<file path="src/rtl/keypad_pkg.sv">
// Shared types and constants for the 4x4 keypad scanner.
// State enum, key code table indexed {row,col}, idle row pattern.
package keypad_pkg;

  typedef enum logic [1:0] {
    SCAN,
    DB_PRESS,
    HELD,
    DB_RELEASE
  } state_t;

  localparam logic [3:0] ROW_IDLE = 4'b1110;

  // Entry 0 is row 0 / col 0; '*' maps to E, '#' to F.
  localparam logic [15:0][3:0] CODE_TBL = {
    4'hD, 4'hF, 4'h0, 4'hE,
    4'hC, 4'h9, 4'h8, 4'h7,
    4'hB, 4'h6, 4'h5, 4'h4,
    4'hA, 4'h3, 4'h2, 4'h1
  };

endpackage

</file>
<file path="src/rtl/sync_2ff.sv">
// Two-flop synchroniser, parameterised width, async active-low reset.
// Ports: clk, rst_n, d (async in), q (synchronised out).
module sync_2ff #(
  parameter int          W        = 1,
  parameter logic [W-1:0] RST_VAL = '0
) (
  input  logic         clk,
  input  logic         rst_n,
  input  logic [W-1:0] d,
  output logic [W-1:0] q
);

  logic [W-1:0] meta_q;
  logic [W-1:0] sync_q;

  always_ff @(posedge clk or negedge rst_n) begin
    if (!rst_n) begin
      meta_q <= RST_VAL;
      sync_q <= RST_VAL;
    end else begin
      meta_q <= d;
      sync_q <= meta_q;
    end
  end

  assign q = sync_q;

endmodule

</file>
<file path="src/rtl/keypad_scanner.sv">
// 4x4 keypad scanner: row scan, column debounce, key encode, dav level.
// Ports: clock, reset (async low), cols in, rows/dav/dataIn out.
module keypad_scanner
  import keypad_pkg::*;
#(
  parameter int CLK_DIV        = 1000,
  parameter int DEBOUNCE_TICKS = 10
) (
  input  logic       clock,
  input  logic       reset,
  input  logic [3:0] cols,
  output logic [3:0] rows,
  output logic       dav,
  output logic [3:0] dataIn
);

  localparam int TW = (CLK_DIV > 2) ? $clog2(CLK_DIV) : 1;
  localparam int CW = $clog2(DEBOUNCE_TICKS + 1);
  localparam logic [TW-1:0] TICK_MAX = TW'(CLK_DIV - 1);
  localparam logic [CW-1:0] DB_MAX   = CW'(DEBOUNCE_TICKS);

  logic [3:0] scol;

  sync_2ff #(
    .W      (4),
    .RST_VAL(4'hF)
  ) u_sync (
    .clk  (clock),
    .rst_n(reset),
    .d    (cols),
    .q    (scol)
  );

  logic [TW-1:0] tick_cnt_q, tick_cnt_d;
  logic          tick;

  assign tick = (tick_cnt_q == TICK_MAX);

  always_comb begin
    tick_cnt_d = tick ? '0 : tick_cnt_q + TW'(1);
  end

  state_t        state_q, state_d;
  logic [1:0]    row_q, row_d;
  logic [3:0]    rows_q, rows_d;
  logic [1:0]    cand_q, cand_d;
  logic [CW-1:0] cnt_q, cnt_d;
  logic [3:0]    data_q, data_d;
  logic          dav_q, dav_d;

  // Exactly one low column is a key; none or several is no key.
  logic       key_ok;
  logic [1:0] key_col;

  always_comb begin
    key_ok  = 1'b1;
    key_col = 2'd0;
    case (scol)
      4'b1110: key_col = 2'd0;
      4'b1101: key_col = 2'd1;
      4'b1011: key_col = 2'd2;
      4'b0111: key_col = 2'd3;
      default: key_ok  = 1'b0;
    endcase
  end

  logic          col_hi;
  logic [CW-1:0] cnt_inc;

  assign col_hi  = scol[cand_q];
  assign cnt_inc = cnt_q + CW'(1);

  always_comb begin
    state_d = state_q;
    row_d   = row_q;
    rows_d  = rows_q;
    cand_d  = cand_q;
    cnt_d   = cnt_q;
    data_d  = data_q;
    // Registered from state so dataIn leads dav by one clock.
    dav_d   = (state_q == HELD) || (state_q == DB_RELEASE);
    if (tick) begin
      unique case (state_q)
        SCAN: begin
          if (key_ok) begin
            cand_d  = key_col;
            cnt_d   = '0;
            state_d = DB_PRESS;
          end else begin
            row_d  = row_q + 2'd1;
            rows_d = {rows_q[2:0], rows_q[3]};
          end
        end
        DB_PRESS: begin
          if (key_ok && key_col == cand_q) begin
            cnt_d = cnt_inc;
            if (cnt_inc == DB_MAX) begin
              data_d  = CODE_TBL[{row_q, cand_q}];
              state_d = HELD;
            end
          end else begin
            state_d = SCAN;
          end
        end
        HELD: begin
          if (col_hi) begin
            cnt_d   = '0;
            state_d = DB_RELEASE;
          end
        end
        DB_RELEASE: begin
          if (col_hi) begin
            cnt_d = cnt_inc;
            if (cnt_inc == DB_MAX) begin
              state_d = SCAN;
              row_d   = row_q + 2'd1;
              rows_d  = {rows_q[2:0], rows_q[3]};
            end
          end else begin
            state_d = HELD;
          end
        end
      endcase
    end
  end

  always_ff @(posedge clock or negedge reset) begin
    if (!reset) begin
      tick_cnt_q <= '0;
      state_q    <= SCAN;
      row_q      <= 2'd0;
      rows_q     <= ROW_IDLE;
      cand_q     <= 2'd0;
      cnt_q      <= '0;
      data_q     <= 4'h0;
      dav_q      <= 1'b0;
    end else begin
      tick_cnt_q <= tick_cnt_d;
      state_q    <= state_d;
      row_q      <= row_d;
      rows_q     <= rows_d;
      cand_q     <= cand_d;
      cnt_q      <= cnt_d;
      data_q     <= data_d;
      dav_q      <= dav_d;
    end
  end

  assign rows   = rows_q;
  assign dav    = dav_q;
  assign dataIn = data_q;

endmodule

</file>
<file path="config.mk">
export PLATFORM = sky130hd
export DESIGN_NAME = keypad_scanner
export DESIGN_NICKNAME = d
export VERILOG_FILES = /design/src/rtl/keypad_pkg.sv /design/src/rtl/sync_2ff.sv /design/src/rtl/keypad_scanner.sv
export SDC_FILE = /design/constraint.sdc
export NUM_CORES = 1
export LEC_CHECK = 0
export ABC_CLOCK_PERIOD_IN_PS = 2500
export BUFFER_PORTS_ARGS = -buffer_cell sky130_fd_sc_hd__buf_2
export CAP_MARGIN = 0
export CORE_ASPECT_RATIO = 1.2
export CORE_MARGIN = 2
export CORE_UTILIZATION = 45
export CTS_BUF_LIST = sky130_fd_sc_hd__clkbuf_4 sky130_fd_sc_hd__clkbuf_8
export CTS_CLUSTER_DIAMETER = 50
export DETAILED_ROUTE_END_ITERATION = 12
export PLACE_DENSITY_LB_ADDON = 0.08
export SLEW_MARGIN = 40
export SYNTH_ARGS = -nofsm -noshare
export SYNTH_HDL_FRONTEND = slang
export SYNTH_SLANG_ARGS = --single-unit
</file>
<file path="constraint.sdc">
create_clock -name clock -period 2.5 [get_ports clock]
set_input_delay 0.25 -clock clock [delete_from_list [all_inputs] [get_ports clock]]
set_output_delay 0.25 -clock clock [all_outputs]
set_load 0.03 [all_outputs]
</file>
==> results.json, run 1 <==
{
  "status": "complete, no violations",
  "rows": 26,
  "layout_commonest_cell": "dfrtp_1",
  "clock_sinks": 37,
  "grt_overflow": 0,
  "ios": 15,
  "skew_ns": 0.006292,
  "ctsResizeCount": 0,
  "finalMaxSlewViolations": 0,
  "cts_tree": "done",
  "cp_max_fo": 6,
  "maxSlewHeadroom_pct": 69.71,
  "drt-total-wl_um": 3630,
  "area_growth_pct": 10.51,
  "worst_slew_pin_slew_ns": 0.4544,
  "async_flop_share_pct": 100.0,
  "syn-num-nets": 196,
  "worstSetupPathType": "register to register",
  "fin_crit_sh_pct": 93.07,
  "synth.distinct_cells": 49,
  "ys_seq_elements": 37,
  "syn_area_um2": 2001,
  "ctsRootBufferMaster": "clkbuf_8",
  "insertion_delay_ns": 0.28,
  "ir_drop_mv": 0.3529,
  "post-place-ws_ns": 0.2339,
  "antenna_left": 0,
  "grt_usage_pct": 15.73,
  "crit_chain": "ha_1, and2_1, a21oi_1, o22ai_1, a21oi_1, a211oi_4, mux2_2",
  "clk_pin_slew_ns": 0.08,
  "grt_pass1_vias": 1347,
  "hold_viol": 0,
  "synth-edff-count": 0,
  "cp-start-kind": "register",
  "gp_congestion": 0.8261,
  "cts_hold_buf": 0,
  "ys_dominant_reg_cell": "dfrtp_1",
  "final_net_count": 213,
  "yosysSeqAreaShare_pct": 46.97,
  "floorplan.initialDensity_pct": 46.95,
  "cp_common_cell": "a21oi_1",
  "synth_top_cell_area_share_pct": 32.52,
  "avgSynthCellArea_um2": 10.99,
  "die_w_um": 64.87,
  "rsz0062_at_grt": "false",
  "worst_path_max_delay_cell": "dfrtp_1",
  "arrival_ns": 2.50,
  "setup_ws_ns": 0.1732,
  "mostFrequentLayoutCells": "dfrtp_1 (26), nand2_1 (15), buf_2 (13)",
  "cpLargestDelayFamily": "compound AO/OA/AOI/OAI gates",
  "drc": 0,
  "antenna_found_initial": 0,
  "viasPerCell": 5.480,
  "firstDrtPassIters": 4,
  "cts_setup_buffers": 0,
  "yosys_warnings": 0,
  "crit_path_max_incr_delay_ns": 0.43,
  "grt_max_degree": 38,
  "drive_above_1_share_pct": 27.00,
  "n_antenna_cell": 0,
  "yosysTopAreaCell": "dfrtp_1",
  "fillers": 389,
  "final.setup.tns_ns": 0,
  "grt_pass1_wl_um": 6072,
  "numCtsBuffers": 5,
  "die-area_um2": 4998,
  "num_vias": 1403,
  "port_buffers": 14,
  "first_iter_violations": 77,
  "syn_inst": 182,
  "hpwl_um": 2582,
  "power.density_nw_per_um2": 484.0,
  "synth_area_leaders": "dfrtp_1 (33%), dfstp_2 (14%), ha_1 (5.0%)",
  "max_freq_ghz": 0.4298,
  "coreArea_um2": 4262,
  "maxCapViolations": 0,
  "crit_buf_inv": 0,
  "die_h_um": 77.04,
  "period_needed_ns": 2.327,
  "crit_required_ns": 2.67,
  "cts_max_level": 2,
  "cts_buffer_depth": 2,
  "setup_viol": 0,
  "static-leakage-power_nw": 0.9683,
  "endpoint_kind": "register",
  "routedWlPerCell_um": 14.18,
  "worstHoldPathType": "input port to register"
}
power by group:
group | leakage, nW | switching, mW | internal (mW) | total (mW)
clock | 0.0364 | 0.215 | 0.195 | 0.410
sequential | 0.464 | 0.00971 | 0.611 | 0.620
combinational | 0.468 | 0.0229 | 0.0162 | 0.0391
total | 0.968 | 0.248 | 0.822 | 1.07
Yosys cell counts (2+ instances only):
cell and n:
nor2b_1 2, a21oi_1 7, xor2_1 7, nor2_1 11, nand3b_1 2, nor3b_1 4
o22ai_1 2, mux2i_1 5, nand4_1 2, xnor2_1 4, inv_1 9, clkbuf_1 4
a211oi_1 2, mux2_4 3, ha_1 8, dfstp_2 11, or3_1 3, dfrtp_1 26
nand2_1 15, o21ai_0 7, nand3_1 12, buf_6 4, mux2_2 5, and2_1 2
metrics by stage:
stage               cells  hold slack [ns]  area, um2  util [%]  power, mW
floorplan             182         -0.04559       2001         -     0.6527
global placement      247           0.3461       2107     49.44     0.6686
detailed placement    247           0.3503       2107     49.44     0.6699
CTS                   255          0.04530       2198     51.59      1.090
global route          256          0.03805       2211     51.88      1.122
finish                256          0.05499       2211     51.88      1.070
cell type report:
class	count	area [um2]	share of cell area, %
flip-flops and latches	37	939.7	42.50
multi-input cells	126	955.9	43.24
inverters	9	33.78	1.528
clock inverters	3	22.52	1.019
well taps	56	70.07	3.169
repair buffers	20	120.1	5.433
clock buffers	5	68.82	3.113
state kept, by name, indices dropped and copies added, names as in the netlist:
| signal | cells |
|---|---|
| rows | 4 |
| dav | 1 |
| cnt_q | 4 |
| u_sync.q | 4 |
| dataIn | 4 |
| state_q | 2 |
| tick_cnt_q | 10 |
| row_q | 2 |
| u_sync.meta_q | 4 |
| cand_q | 2 |
worst paths after layout:
kind                                         endpoint  slack (ns)  cells past startpoint                        from
hold reg to reg                 u_sync.q[2]$_DFF_PN1_        0.36                      0  u_sync.meta_q[2]$_DFF_PN1_
setup / recovery                  rows[0]$_DFFE_PN0P_        0.17                      7        cnt_q[0]$_DFFE_PN0P_
hold / removal             u_sync.meta_q[1]$_DFF_PN1_        0.05                      1                     cols[1]
min in group asynchronous       dataIn[3]$_DFFE_PN0P_        0.45                      2                       reset
setup reg to reg                  rows[0]$_DFFE_PN0P_        0.17                      7        cnt_q[0]$_DFFE_PN0P_
max in group asynchronous         rows[3]$_DFFE_PN1P_        1.69                      2                       reset
worst reg2reg max path, delay by kind of cell, from the launching register on:
family | cells | cell delay [ns]
muxes | 1 | 0.38
adders and majority gates | 1 | 0.29
DFF | 1 | 0.43
and+or+nand+nor | 1 | 0.15
AOI/OAI and AO/OA | 4 | 0.96
layer usage:
metal  up-vias  global-route usage, %  share of wire (%)
met3         7                  3.959                2.5
met1       701                  18.97                 44
met5         -                      0                  0
li1        674                      -                  -
met4         0                  5.745                1.6
met2        21                  26.80                 52
logic make-up (layout without fill, tap and decap cells):
kind of cell,Yosys count,in the layout,synth area share [%]
AO/OA/AOI/OAI,30,30,10.69
XOR/XNOR,11,11,4.815
adder cells (fa/ha/maj),8,8,5.003
buffers and inverters,19,37,5.253
flip-flops,37,37,46.97
multiplexers,15,15,10.01
AND/OR/NAND/NOR,62,62,17.26
(Power assumes the default switching activity.)
==> run 2: changes to the inputs <==
--- a/config.mk
+++ b/config.mk
@@ -8,7 +8,7 @@
 export ABC_CLOCK_PERIOD_IN_PS = 2500
 export BUFFER_PORTS_ARGS = -buffer_cell sky130_fd_sc_hd__buf_2
 export CAP_MARGIN = 0
-export CORE_ASPECT_RATIO = 1.2
+export CORE_ASPECT_RATIO = 1.75
 export CORE_MARGIN = 2
 export CORE_UTILIZATION = 45
 export CTS_BUF_LIST = sky130_fd_sc_hd__clkbuf_4 sky130_fd_sc_hd__clkbuf_8
==> run 2 against run 1 <==
Against the previous run:
- final area fell by 0.85%
- sequential power barely moved
- non-clock buffer count fell by 1
- clock power fell by 1%
- fmax rose by 2.0%
- largest cell class unchanged
==> results.json, run 2 (same netlist as run 1, synthesis figures left out) <==
{
  "ir_drop_mv": 0.4337,
  "clk_pin_slew_ns": 0.08,
  "cts_max_level": 2,
  "die_h_um": 92.21,
  "ctsRootBufferMaster": "clkbuf_8",
  "multi_input_comb_area_um2": 955.9,
  "num_vias": 1390,
  "port_buffers": 14,
  "grt_pass1_wl_um": 6106,
  "min_to": "u_sync.meta_q[3]$_DFF_PN1_",
  "cp_max_fo": 9,
  "endpoint_kind": "register",
  "cts_buffer_depth": 2,
  "rows": 32,
  "hold_viol": 0,
  "reg2reg_from": "u_sync.q[3]$_DFF_PN1_",
  "worst_slew_pin_slew_ns": 0.4927,
  "grt_max_degree": 38,
  "cts_tree": "done",
  "gp_congestion": 0.8318,
  "reg2reg_to": "dataIn[1]$_DFFE_PN0P_",
  "ctsResizeCount": 0,
  "mostFrequentLayoutCells": "dfrtp_1 (26), nand2_1 (15), buf_2 (13)",
  "crit_start": "u_sync.q[3]$_DFF_PN1_",
  "layout_commonest_cell": "dfrtp_1",
  "drive_above_1_share_pct": 26.63,
  "ios": 15,
  "cts_setup_buffers": 0,
  "rsz0062_at_grt": "false",
  "status": "complete, no violations",
  "fin_area_um2": 2192,
  "coreArea_um2": 4324,
  "hpwl_um": 2641,
  "viasPerCell": 5.560,
  "final_net_count": 212,
  "die-area_um2": 5016,
  "fillers": 390,
  "worstHoldPathType": "input port to register",
  "skew_ns": 0.007551,
  "area_growth_pct": 9.568,
  "max_freq_ghz": 0.4385,
  "cp-start-kind": "register",
  "grt_pass1_vias": 1437,
  "floorplan.initialDensity_pct": 46.27,
  "largest-register": "tick_cnt_q",
  "maxSlewHeadroom_pct": 66.90,
  "routedWlPerCell_um": 14.36,
  "r2r_slack_ns": 0.22,
  "setup_viol": 0,
  "regArea_um2": 939.7,
  "clock_sinks": 37,
  "antenna_found_initial": 0,
  "finalMaxSlewViolations": 0,
  "period_needed_ns": 2.280,
  "grt_overflow": 0,
  "ff2ff_path_depth": 5,
  "antenna_left": 0,
  "final.setup.tns_ns": 0,
  "static-leakage-power_nw": 0.9704,
  "die_w_um": 54.41,
  "power.density_nw_per_um2": 485.8,
  "maxCapViolations": 0,
  "fin_crit_sh_pct": 91.22,
  "largest_reg_flops": 10,
  "insertion_delay_ns": 0.29,
  "firstDrtPassIters": 4,
  "drt-total-wl_um": 3589,
  "numCtsBuffers": 5,
  "min_path_cells": 1,
  "worstSetupPathType": "register to register",
  "drc": 0,
  "grt_usage_pct": 16.65,
  "first_iter_violations": 32,
  "crit_required_ns": 2.67,
  "place_area_um2": 2093,
  "n_antenna_cell": 0,
  "hold_start": "cols[3]",
  "arrival_ns": 2.45
}
## run 2: changes by cell type in the layout (fill, tap and decap cells not counted)
cell / before / now
buf_4: 6 / 5
clkinv_2: 0 / 2
clkinvlp_4: 3 / 1
## run 2: cell type report
| type | count | area share (%) |
|---|---|---|
| Timing Repair Buffer | 19 | 5.137 |
| Clock buffer | 5 | 3.139 |
| Inverter | 9 | 1.541 |
| Clock inverter | 3 | 0.7991 |
| Tap cell | 51 | 2.911 |
| Multi-Input combinational cell | 126 | 43.61 |
| Sequential cell | 37 | 42.87 |
## run 2: worst max-delay path, stage by stage (launching register included)
cell	delay [ns]
dfstp_2	0.62
or3b_2	0.47
a21oi_2	0.19
o21ai_1	0.09
or3_1	0.45
mux2_4	0.34
## run 2: how the worst max path moves through the flow
stage | to | slack [ns] | cells past startpoint
detailed placement | dataIn[1]$_DFFE_PN0P_ | 0.21 | 5
global placement | dataIn[3]$_DFFE_PN0P_ | 0.23 | 5
global route | rows[0]$_DFFE_PN0P_ | 0.1 | 7
CTS | dataIn[1]$_DFFE_PN0P_ | 0.19 | 5
finish | dataIn[1]$_DFFE_PN0P_ | 0.22 | 5
floorplan | dataIn[0]$_DFFE_PN0P_ | 0.36 | 7
## run 2: what timing repair did
item | in CTS | in global routing
hold endpoints to repair | 0 | 26
hold buffers | 0 | 1
endpoints found under the setup margin | 0 | 0
## run 2: routing by layer
| layer | up-vias | GRT usage [%] | routed length (um) |
|---|---|---|---|
| li1 | 670 | - | - |
| met3 | 7 | 3.909 | 116 |
| met2 | 25 | 29.92 | 1954 |
| met1 | 688 | 17.27 | 1448 |
| met4 | 0 | 6.875 | 70 |
| met5 | - | 0 | 0 |
## run 2: where the power goes
part           switching [mW]  leakage [nW]  internal, mW
logic                  0.0231         0.463        0.0162
clock network           0.213        0.0439         0.192
registers             0.00947         0.464         0.611
## run 2: per-stage QoR
step / util [%] / setup slack, ns / hold WS [ns] / total power, mW / cells
after detailed placement: 48.41 / 0.2119 / 0.3479 / 0.6703 / 241
after global placement: 48.41 / 0.2256 / 0.3459 / 0.6686 / 241
after CTS: 50.41 / 0.1941 / 0.04300 / 1.078 / 249
final: 50.69 / 0.2195 / 0.05118 / 1.065 / 250
after floorplan: - / 0.3591 / -0.04559 / 0.6527 / 182
after global routing: 50.69 / 0.09601 / 0.04158 / 1.112 / 250
